--- config.mk ---
export PLATFORM = sky130hd
export DESIGN_NAME = gate_sweep_ctrl
export DESIGN_NICKNAME = d
export VERILOG_FILES = /design/src/rtl/gate_sweep_ctrl.sv
export SDC_FILE = /design/constraint.sdc
export NUM_CORES = 1
export LEC_CHECK = 0
export CAP_MARGIN = 10
export CORE_MARGIN = 3
export CORE_UTILIZATION = 45
export DETAILED_ROUTE_END_ITERATION = 10
export PLACE_DENSITY = 0.66
export SLEW_MARGIN = 20
export SYNTH_ARGS = -nofsm -noshare
export SYNTH_HDL_FRONTEND = slang
export SYNTH_SLANG_ARGS = --single-unit
--- constraint.sdc ---
create_clock -name clk -period 1.97 [get_ports clk]
set_clock_uncertainty 0.05 [all_clocks]
set_input_delay 0.2955 -clock clk [delete_from_list [all_inputs] [get_ports clk]]
set_output_delay 0.2955 -clock clk [all_outputs]
set_load 0.01 [all_outputs]
--- src/rtl/gate_sweep_ctrl.sv ---
// Exhaustive truth-table sweep of a small combinational block, with a pass/fail summary.
// Latency: 2^N_IN*(SETTLE+1) cycles from the accepted start to done.
// Backpressure: none; start is ignored while busy, and abort always wins.
module gate_sweep_ctrl #(
    parameter int                       N_IN   = 3,
    parameter int                       SETTLE = 2,
    parameter logic [(1 << N_IN)-1:0]   EXPECT = 8'b1110_1000
) (
    input  logic            clk,
    input  logic            rst_n,
    input  logic            start,
    input  logic            abort,
    output logic [N_IN-1:0] vec_out,
    input  logic            dut_out,
    output logic            busy,
    output logic            done,
    output logic            pass,
    output logic [N_IN:0]   err_cnt,
    output logic [N_IN-1:0] first_fail,
    output logic            first_fail_vld
);

    localparam logic [N_IN-1:0] VEC_MAX  = '1;
    localparam logic [N_IN-1:0] VEC_ONE  = N_IN'(1);
    localparam logic [N_IN:0]   ERR_MAX  = (N_IN+1)'(1 << N_IN);
    localparam logic [N_IN:0]   ERR_ONE  = (N_IN+1)'(1);
    localparam logic [3:0]      SETTLE_C = 4'(SETTLE);

    typedef enum logic [1:0] {
        IDLE = 2'd0,
        RUN  = 2'd1,
        DONE = 2'd2
    } state_t;

    state_t          state, state_nxt;
    logic [3:0]      cnt, cnt_nxt;
    logic [N_IN-1:0] vec_nxt;
    logic [N_IN:0]   err_nxt;
    logic [N_IN-1:0] ff_nxt;
    logic            ffv_nxt;
    logic            mismatch;

    assign mismatch = (dut_out != EXPECT[vec_out]);

    always_ff @(posedge clk or negedge rst_n) begin
        if (!rst_n) begin
            state          <= IDLE;
            cnt            <= '0;
            vec_out        <= '0;
            err_cnt        <= '0;
            first_fail     <= '0;
            first_fail_vld <= 1'b0;
        end else begin
            state          <= state_nxt;
            cnt            <= cnt_nxt;
            vec_out        <= vec_nxt;
            err_cnt        <= err_nxt;
            first_fail     <= ff_nxt;
            first_fail_vld <= ffv_nxt;
        end
    end

    always_comb begin
        state_nxt = state;
        cnt_nxt   = cnt;
        vec_nxt   = vec_out;
        err_nxt   = err_cnt;
        ff_nxt    = first_fail;
        ffv_nxt   = first_fail_vld;
        case (state)
            IDLE, DONE: begin
                if (abort) begin
                    state_nxt = IDLE;
                    vec_nxt   = '0;
                    cnt_nxt   = '0;
                end else if (start) begin
                    state_nxt = RUN;
                    vec_nxt   = '0;
                    cnt_nxt   = '0;
                    err_nxt   = '0;
                    ff_nxt    = '0;
                    ffv_nxt   = 1'b0;
                end
            end
            RUN: begin
                if (abort) begin
                    // partial error results are kept for post-mortem
                    state_nxt = IDLE;
                    vec_nxt   = '0;
                    cnt_nxt   = '0;
                end else if (cnt == SETTLE_C) begin
                    if (mismatch) begin
                        if (err_cnt != ERR_MAX) err_nxt = err_cnt + ERR_ONE;
                        if (!first_fail_vld) begin
                            ff_nxt  = vec_out;
                            ffv_nxt = 1'b1;
                        end
                    end
                    if (vec_out == VEC_MAX) begin
                        state_nxt = DONE;
                    end else begin
                        vec_nxt = vec_out + VEC_ONE;
                        cnt_nxt = '0;
                    end
                end else begin
                    cnt_nxt = cnt + 4'd1;
                end
            end
            default: begin
                state_nxt = IDLE;
                vec_nxt   = '0;
                cnt_nxt   = '0;
            end
        endcase
    end

    assign busy = (state == RUN);
    assign done = (state == DONE);
    assign pass = (state == DONE) && (err_cnt == '0);

endmodule

# ---- After elaboration in Yosys (flattened, before gate mapping)
# Memory sizes are Yosys's and may differ from the RTL's.
# Cells that the tools add are included.
dict set report op_classes {
  addsub 3
  n_lt_le_gt_ge 1
  n_eq_ne 18
  mux 37
  n_reduce_logical 11
}
# op n
set op_table {}
lappend op_table {{$mux 4} 10}
lappend op_table {{$mux 3} 10}
lappend op_table {{$pmux 4 s2} 2}
lappend op_table {{$reduce_and 7->1} 2}
lappend op_table {{$pmux 3 s2} 2}
lappend op_table {{$mux 2} 5}
lappend op_table {{$add 4x1->4 const B} 2}
lappend op_table {{$ne 2x2->1 const B} 4}
lappend op_table {{$ne 4x4->1 const B} 2}
lappend op_table {{$mux 1} 6}
lappend op_table {{$ne 2x1->1 const B} 3}
lappend op_table {{$ne 3x2->1 const B} 2}
lappend op_table {{$ne 3x3->1 const B} 2}
lappend op_table {{$reduce_and 3->1} 2}
lappend op_table {{$reduce_and 6->1} 1}
lappend op_table {{$eq 4x2->1 const B} 1}
lappend op_table {{$logic_not 4->1} 1}
lappend op_table {{$lt 3x4->1 const B} 1}
lappend op_table {{$pmux 2 s2} 1}
lappend op_table {{$add 3x1->3 const B} 1}
lappend op_table {{$eq 3x3->1 const B} 1}
lappend op_table {{$eq 2x1->1 const B} 1}
lappend op_table {{$eq 2x2->1 const B} 1}
lappend op_table {{$logic_not 2->1} 1}
lappend op_table {{6 further kinds} 6}
dict set report word_totals {
  regBits 17
  rom_bits 8
  input_bits 5
  word_cells 77
  mem_count 1
}
# name depth word_bits read_ports rd_ports_with_merged_regs write_ports line
set mem_list {}
lappend mem_list {{(name not given)} 8 1 1 0 0 43} ;# assign mismatch = (dut_out != EXPECT[vec_out]);

# ---- Depth between registers and ports, before layout
dict set report depth {
  ltp_word 7
  mapped_depth 7
  ltp_nobuf 6
}

# ---- Least setup slack after synthesis
# Ideal clock, no wire load.
dict set report synth_path {
  kind {reg-to-reg}
  from {reg vec_out[0]}
  to {reg first_fail[0]}
  t_arrival_ns 1.708
  slack_ns 0.090
  stages_incl_launch_ff 6
  n_path_buf 0
  synth_period_minus_slack_ns 1.880
  cell_sequence {dfrtp_1 > ha_1 > nor2b_1 > or4b_1 > a31o_1 > a32o_1}
}
dict set report synth_between {
  elab_chain_len 5
}
# item line
set synth_rtl {}
lappend synth_rtl {{start: declaration} 13} ;# output logic [N_IN-1:0] vec_out,
lappend synth_rtl {{start signal: assignment} 56} ;# vec_out <= vec_nxt;
lappend synth_rtl {{$mem_v2 8x1 / $mux 3 (equally long branches)} -}
lappend synth_rtl {{$mux 1 (not written as such) / $mux 3 (equally long branches)} {43, 92}}
lappend synth_rtl {{$ne 1x1->1 / $mux 3 (equally long branches)} {43, 91}}
lappend synth_rtl {{$ne 2x1->1 (no source line) / $mux 3 (equally long branches)} -}
lappend synth_rtl {{$reduce_and 7->1 (no source line) / $pmux 3 s2 (equally long branches)} -}
lappend synth_rtl {{end signal: assignment} 58} ;# first_fail <= ff_nxt;
lappend synth_rtl {{end: declaration} 19} ;# output logic [N_IN-1:0] first_fail,
# Parallel ways exist; a longest one is shown, timed or not. The select of a mux whose other input is x is not followed.
# A chain may end at the register's enable or synchronous reset.

# ---- Worst setup path in the final report
dict set report layout_path {
  from {reg vec_out[0]}
  to {reg first_fail[2]}
}
dict set report layout_between {
  elab_chain_len 5
}
# item line
set layout_rtl {}
lappend layout_rtl {{$mem_v2 8x1} -}
lappend layout_rtl {{$mux 1 (not written as such)} 43}
lappend layout_rtl {{$ne 1x1->1} 43}
lappend layout_rtl {{$ne 2x1->1 (no source line)} -}
lappend layout_rtl {{$reduce_and 7->1 (no source line)} -}
# No other way between the ends. The select of a mux whose other input is x is not followed.

==> impl_metrics.tcl <==
set metrics [dict create \
    postRouteAntennaNets 0 \
    m1WireLength_um 1202 \
    tightest_slew_ns 0.3909 \
    path_clk_slew_ns 0.10 \
    cts.sink_count 17 \
    place_area_um2 1350 \
    ys_seq_area_frac 0.4033 \
    hpwl_um 1765 \
    clk_path_buf_depth 2 \
    rsz0062_at_grt "true" \
    maxCapViolCount 0 \
    dieArea_um2 2961 \
    post_drt_via_cell_ratio 5.802 \
    grt_max_degree 18 \
    cts_tree "built" \
    wl_met2_um 1025 \
    cts_htree_levels 1 \
    cp.arrival_ns 2.02 \
    fin_setup_tns_ns 0 \
    antenna_found_initial 0 \
    slew_violations 0 \
    syn_area_um2 1055 \
    cp.required_ns 2.11 \
    highest_layer "met4" \
    vias 969 \
    fin_area_um2 1389 \
    synth_edf_count 0 \
    holdCritPathClass "in -> async" \
    hold_buffers 0 \
    dp_cells 162 \
    total_power_uw 765.5 \
    finalHoldViolCount 0 \
    max_stage_delay_ns 0.47 \
    core_area_um2 2082 \
    final_cells 167 \
    max_freq_ghz 0.5330 \
    fp-row-count 16 \
    syn2layout_area_growth_pct 31.67 \
    crit_path_start "vec_out[0]$_DFFE_PN0P_" \
    multi_input_area_um2 588.1 \
    setup_viol 0 \
    ff_latch_area_um2 425.4 \
    dieHeight_um 54.42 \
    period_needed_ns 1.876 \
    vdd_drop_max_uv 378.3 \
    ys_types 41 \
    endpoint_kind "register" \
    grt_usage 0.1916 \
    worstSetupPathType "reg -> reg" \
    clock_latency_ns 0.29 \
    clock-root-buffer "clkbuf_4" \
    initial_core_util 0.5066 \
    detail_route.wl_per_cell_um 14.34 \
    crit_fanout 6 \
    die_x_um 54.42 \
    grt_overflow 0 \
    yosys_most_used_dff "dfrtp_1" \
    io_pins 19 \
    worstReg2RegStart "vec_out[0]$_DFFE_PN0P_" \
    drt_pass1_iterations 4 \
    numCtsBuffers 3 \
    netlist_instances 107 \
    power_leakage_nw 0.5888 \
    avgSynthCellArea_um2 9.858 \
    synth-async-reset-ratio 1.000 \
    io_buffer_count 18 \
    crit_slowest_cell "or4b_1" \
    routed-wl-met3_um 112 \
    drive_gt1_frac 0.1786 \
    wl_um 2394 \
    power_density_nw_per_um2 551.2 \
    status "finished clean" \
    final_nets 153 \
    cp-start-kind "register" \
    crit_chain "ha_1 -> nor2b_2 -> or4b_1 -> a31o_1 -> a32o_1" \
    grt_pass1_vias 918 \
    syn_nets 119 \
    antennaDiodeCount 0 \
    place.gp.congestion 0.8105 \
    grt_pass1_wl_um 4084 \
    relSlewSlack 0.7357 \
    drc_errors 0 \
    fillers 178 \
    period_share 0.9524 \
    drt_iter0_drc 33 \
    ys_ff_latch 17 \
    yosysWarnings 0 \
]
-- critical path: cells and delay by family, from the launching register on --
family | cells | cell delay [ns]
AOI/OAI and AO/OA | 2 | 0.43
adders and majority gates | 1 | 0.22
DFF | 1 | 0.43
and+or+nand+nor | 2 | 0.65
-- repair_timing --
action,4_1_cts,5_1_grt
gates cloned,0,0
setup endpoints to repair,1,8
pin swaps,0,1
buffers inserted,0,1
gates resized for setup,1,4
-- cells by family after synthesis --
family,count (synthesis),share of synthesized area
adders and majority gates,7,0.08303
muxes,1,0.01068
AOI/OAI and AO/OA,33,0.2218
and+or+nand+nor,38,0.2373
buffers and inverters,11,0.04389
DFF,17,0.4033
-- worst paths after layout --
path / to / slack (ns) / cells past startpoint
max in group asynchronous: cnt[2]$_DFFE_PN0P_ / 1.41 / 2
hold / removal: err_cnt[2]$_DFFE_PN0P_ / 0.27 / 2
min in group clk: first_fail[0]$_DFFE_PN0P_ / 0.47 / 1
hold reg to reg: first_fail[0]$_DFFE_PN0P_ / 0.47 / 1
setup / recovery: first_fail[2]$_DFFE_PN0P_ / 0.09 / 5
setup reg to reg: first_fail[2]$_DFFE_PN0P_ / 0.09 / 5
-- sequential cells by signal (all words and copies together) (netlist names) --
| signal | flops |
|---|---|
| cnt | 4 |
| err_cnt | 4 |
| first_fail | 3 |
| vec_out | 3 |
| state | 2 |
| first_fail_vld | 1 |
-- per-stage QoR --
| stage | hold WS [ns] | utilization | setup WS, ns |
|---|---|---|---|
| floorplan | -0.05009 | - | 0.09034 |
| global placement | 0.4336 | 0.6484 | 0.02020 |
| detailed placement | 0.4445 | 0.6484 | 0.01557 |
| CTS | 0.2739 | 0.6605 | 0.02844 |
| global route | 0.2674 | 0.6671 | -0.002926 |
| finish | 0.2707 | 0.6671 | 0.09383 |
-- synth_stat cells, types with 2 or more instances --
cell / number / area, um^2
or3b_1: 2 / 17.52
dfrtp_1: 17 / 425.4
nor3b_1: 3 / 22.52
a31oi_1: 2 / 12.51
nand4_1: 3 / 18.77
nor3_2: 2 / 20.02
nor2b_1: 5 / 31.28
nand2_1: 5 / 18.77
a22o_1: 2 / 17.52
a32o_1: 3 / 30.03
ha_1: 7 / 87.58
nand3_1: 2 / 10.01
o211ai_1: 2 / 15.01
nor3_1: 3 / 15.01
inv_1: 8 / 30.03
o311ai_0: 3 / 26.28
a32oi_1: 2 / 17.52
a21oi_1: 4 / 20.02
nor2_1: 4 / 15.01
o21ai_0: 7 / 35.03
-- routing by layer --
layer	up-vias	global-route usage
met3	6	0.03542
met1	456	0.2668
met4	0	0.1037
met5	-	0
li1	478	-
met2	29	0.2769
-- power breakdown --
| part | switching [mW] | leakage [nW] | internal (mW) |
|---|---|---|---|
| clock | 0.111 | 0.0150 | 0.0788 |
| combinational | 0.0896 | 0.342 | 0.100 |
| sequential | 0.0194 | 0.232 | 0.367 |
| total | 0.220 | 0.589 | 0.545 |
-- area by class of cell --
| type | count | area share |
|---|---|---|
| Multi-Input combinational cell | 79 | 0.4234 |
| Sequential cell | 17 | 0.3063 |
| Timing Repair Buffer | 32 | 0.2054 |
| Tap cell | 27 | 0.02432 |
| Inverter | 8 | 0.02162 |
| Clock buffer | 4 | 0.01892 |
-- cells in the final DEF (no fill, tap or decap), types with 3 or more instances in the layout --
| master | instances |
|---|---|
| ha_1 | 7 |
| dfrtp_1 | 17 |
| clkbuf_4 | 3 |
| a32o_1 | 3 |
| buf_4 | 14 |
| a21oi_1 | 4 |
| nand4_1 | 3 |
| nor2b_1 | 4 |
| clkdlybuf4s50_1 | 17 |
| nor3_1 | 3 |
| nor3b_1 | 3 |
| inv_1 | 8 |
| nand2_1 | 5 |
| o21ai_0 | 6 |
| o311ai_0 | 3 |
| nor2_1 | 4 |
Power figures use the tool's default switching activity.
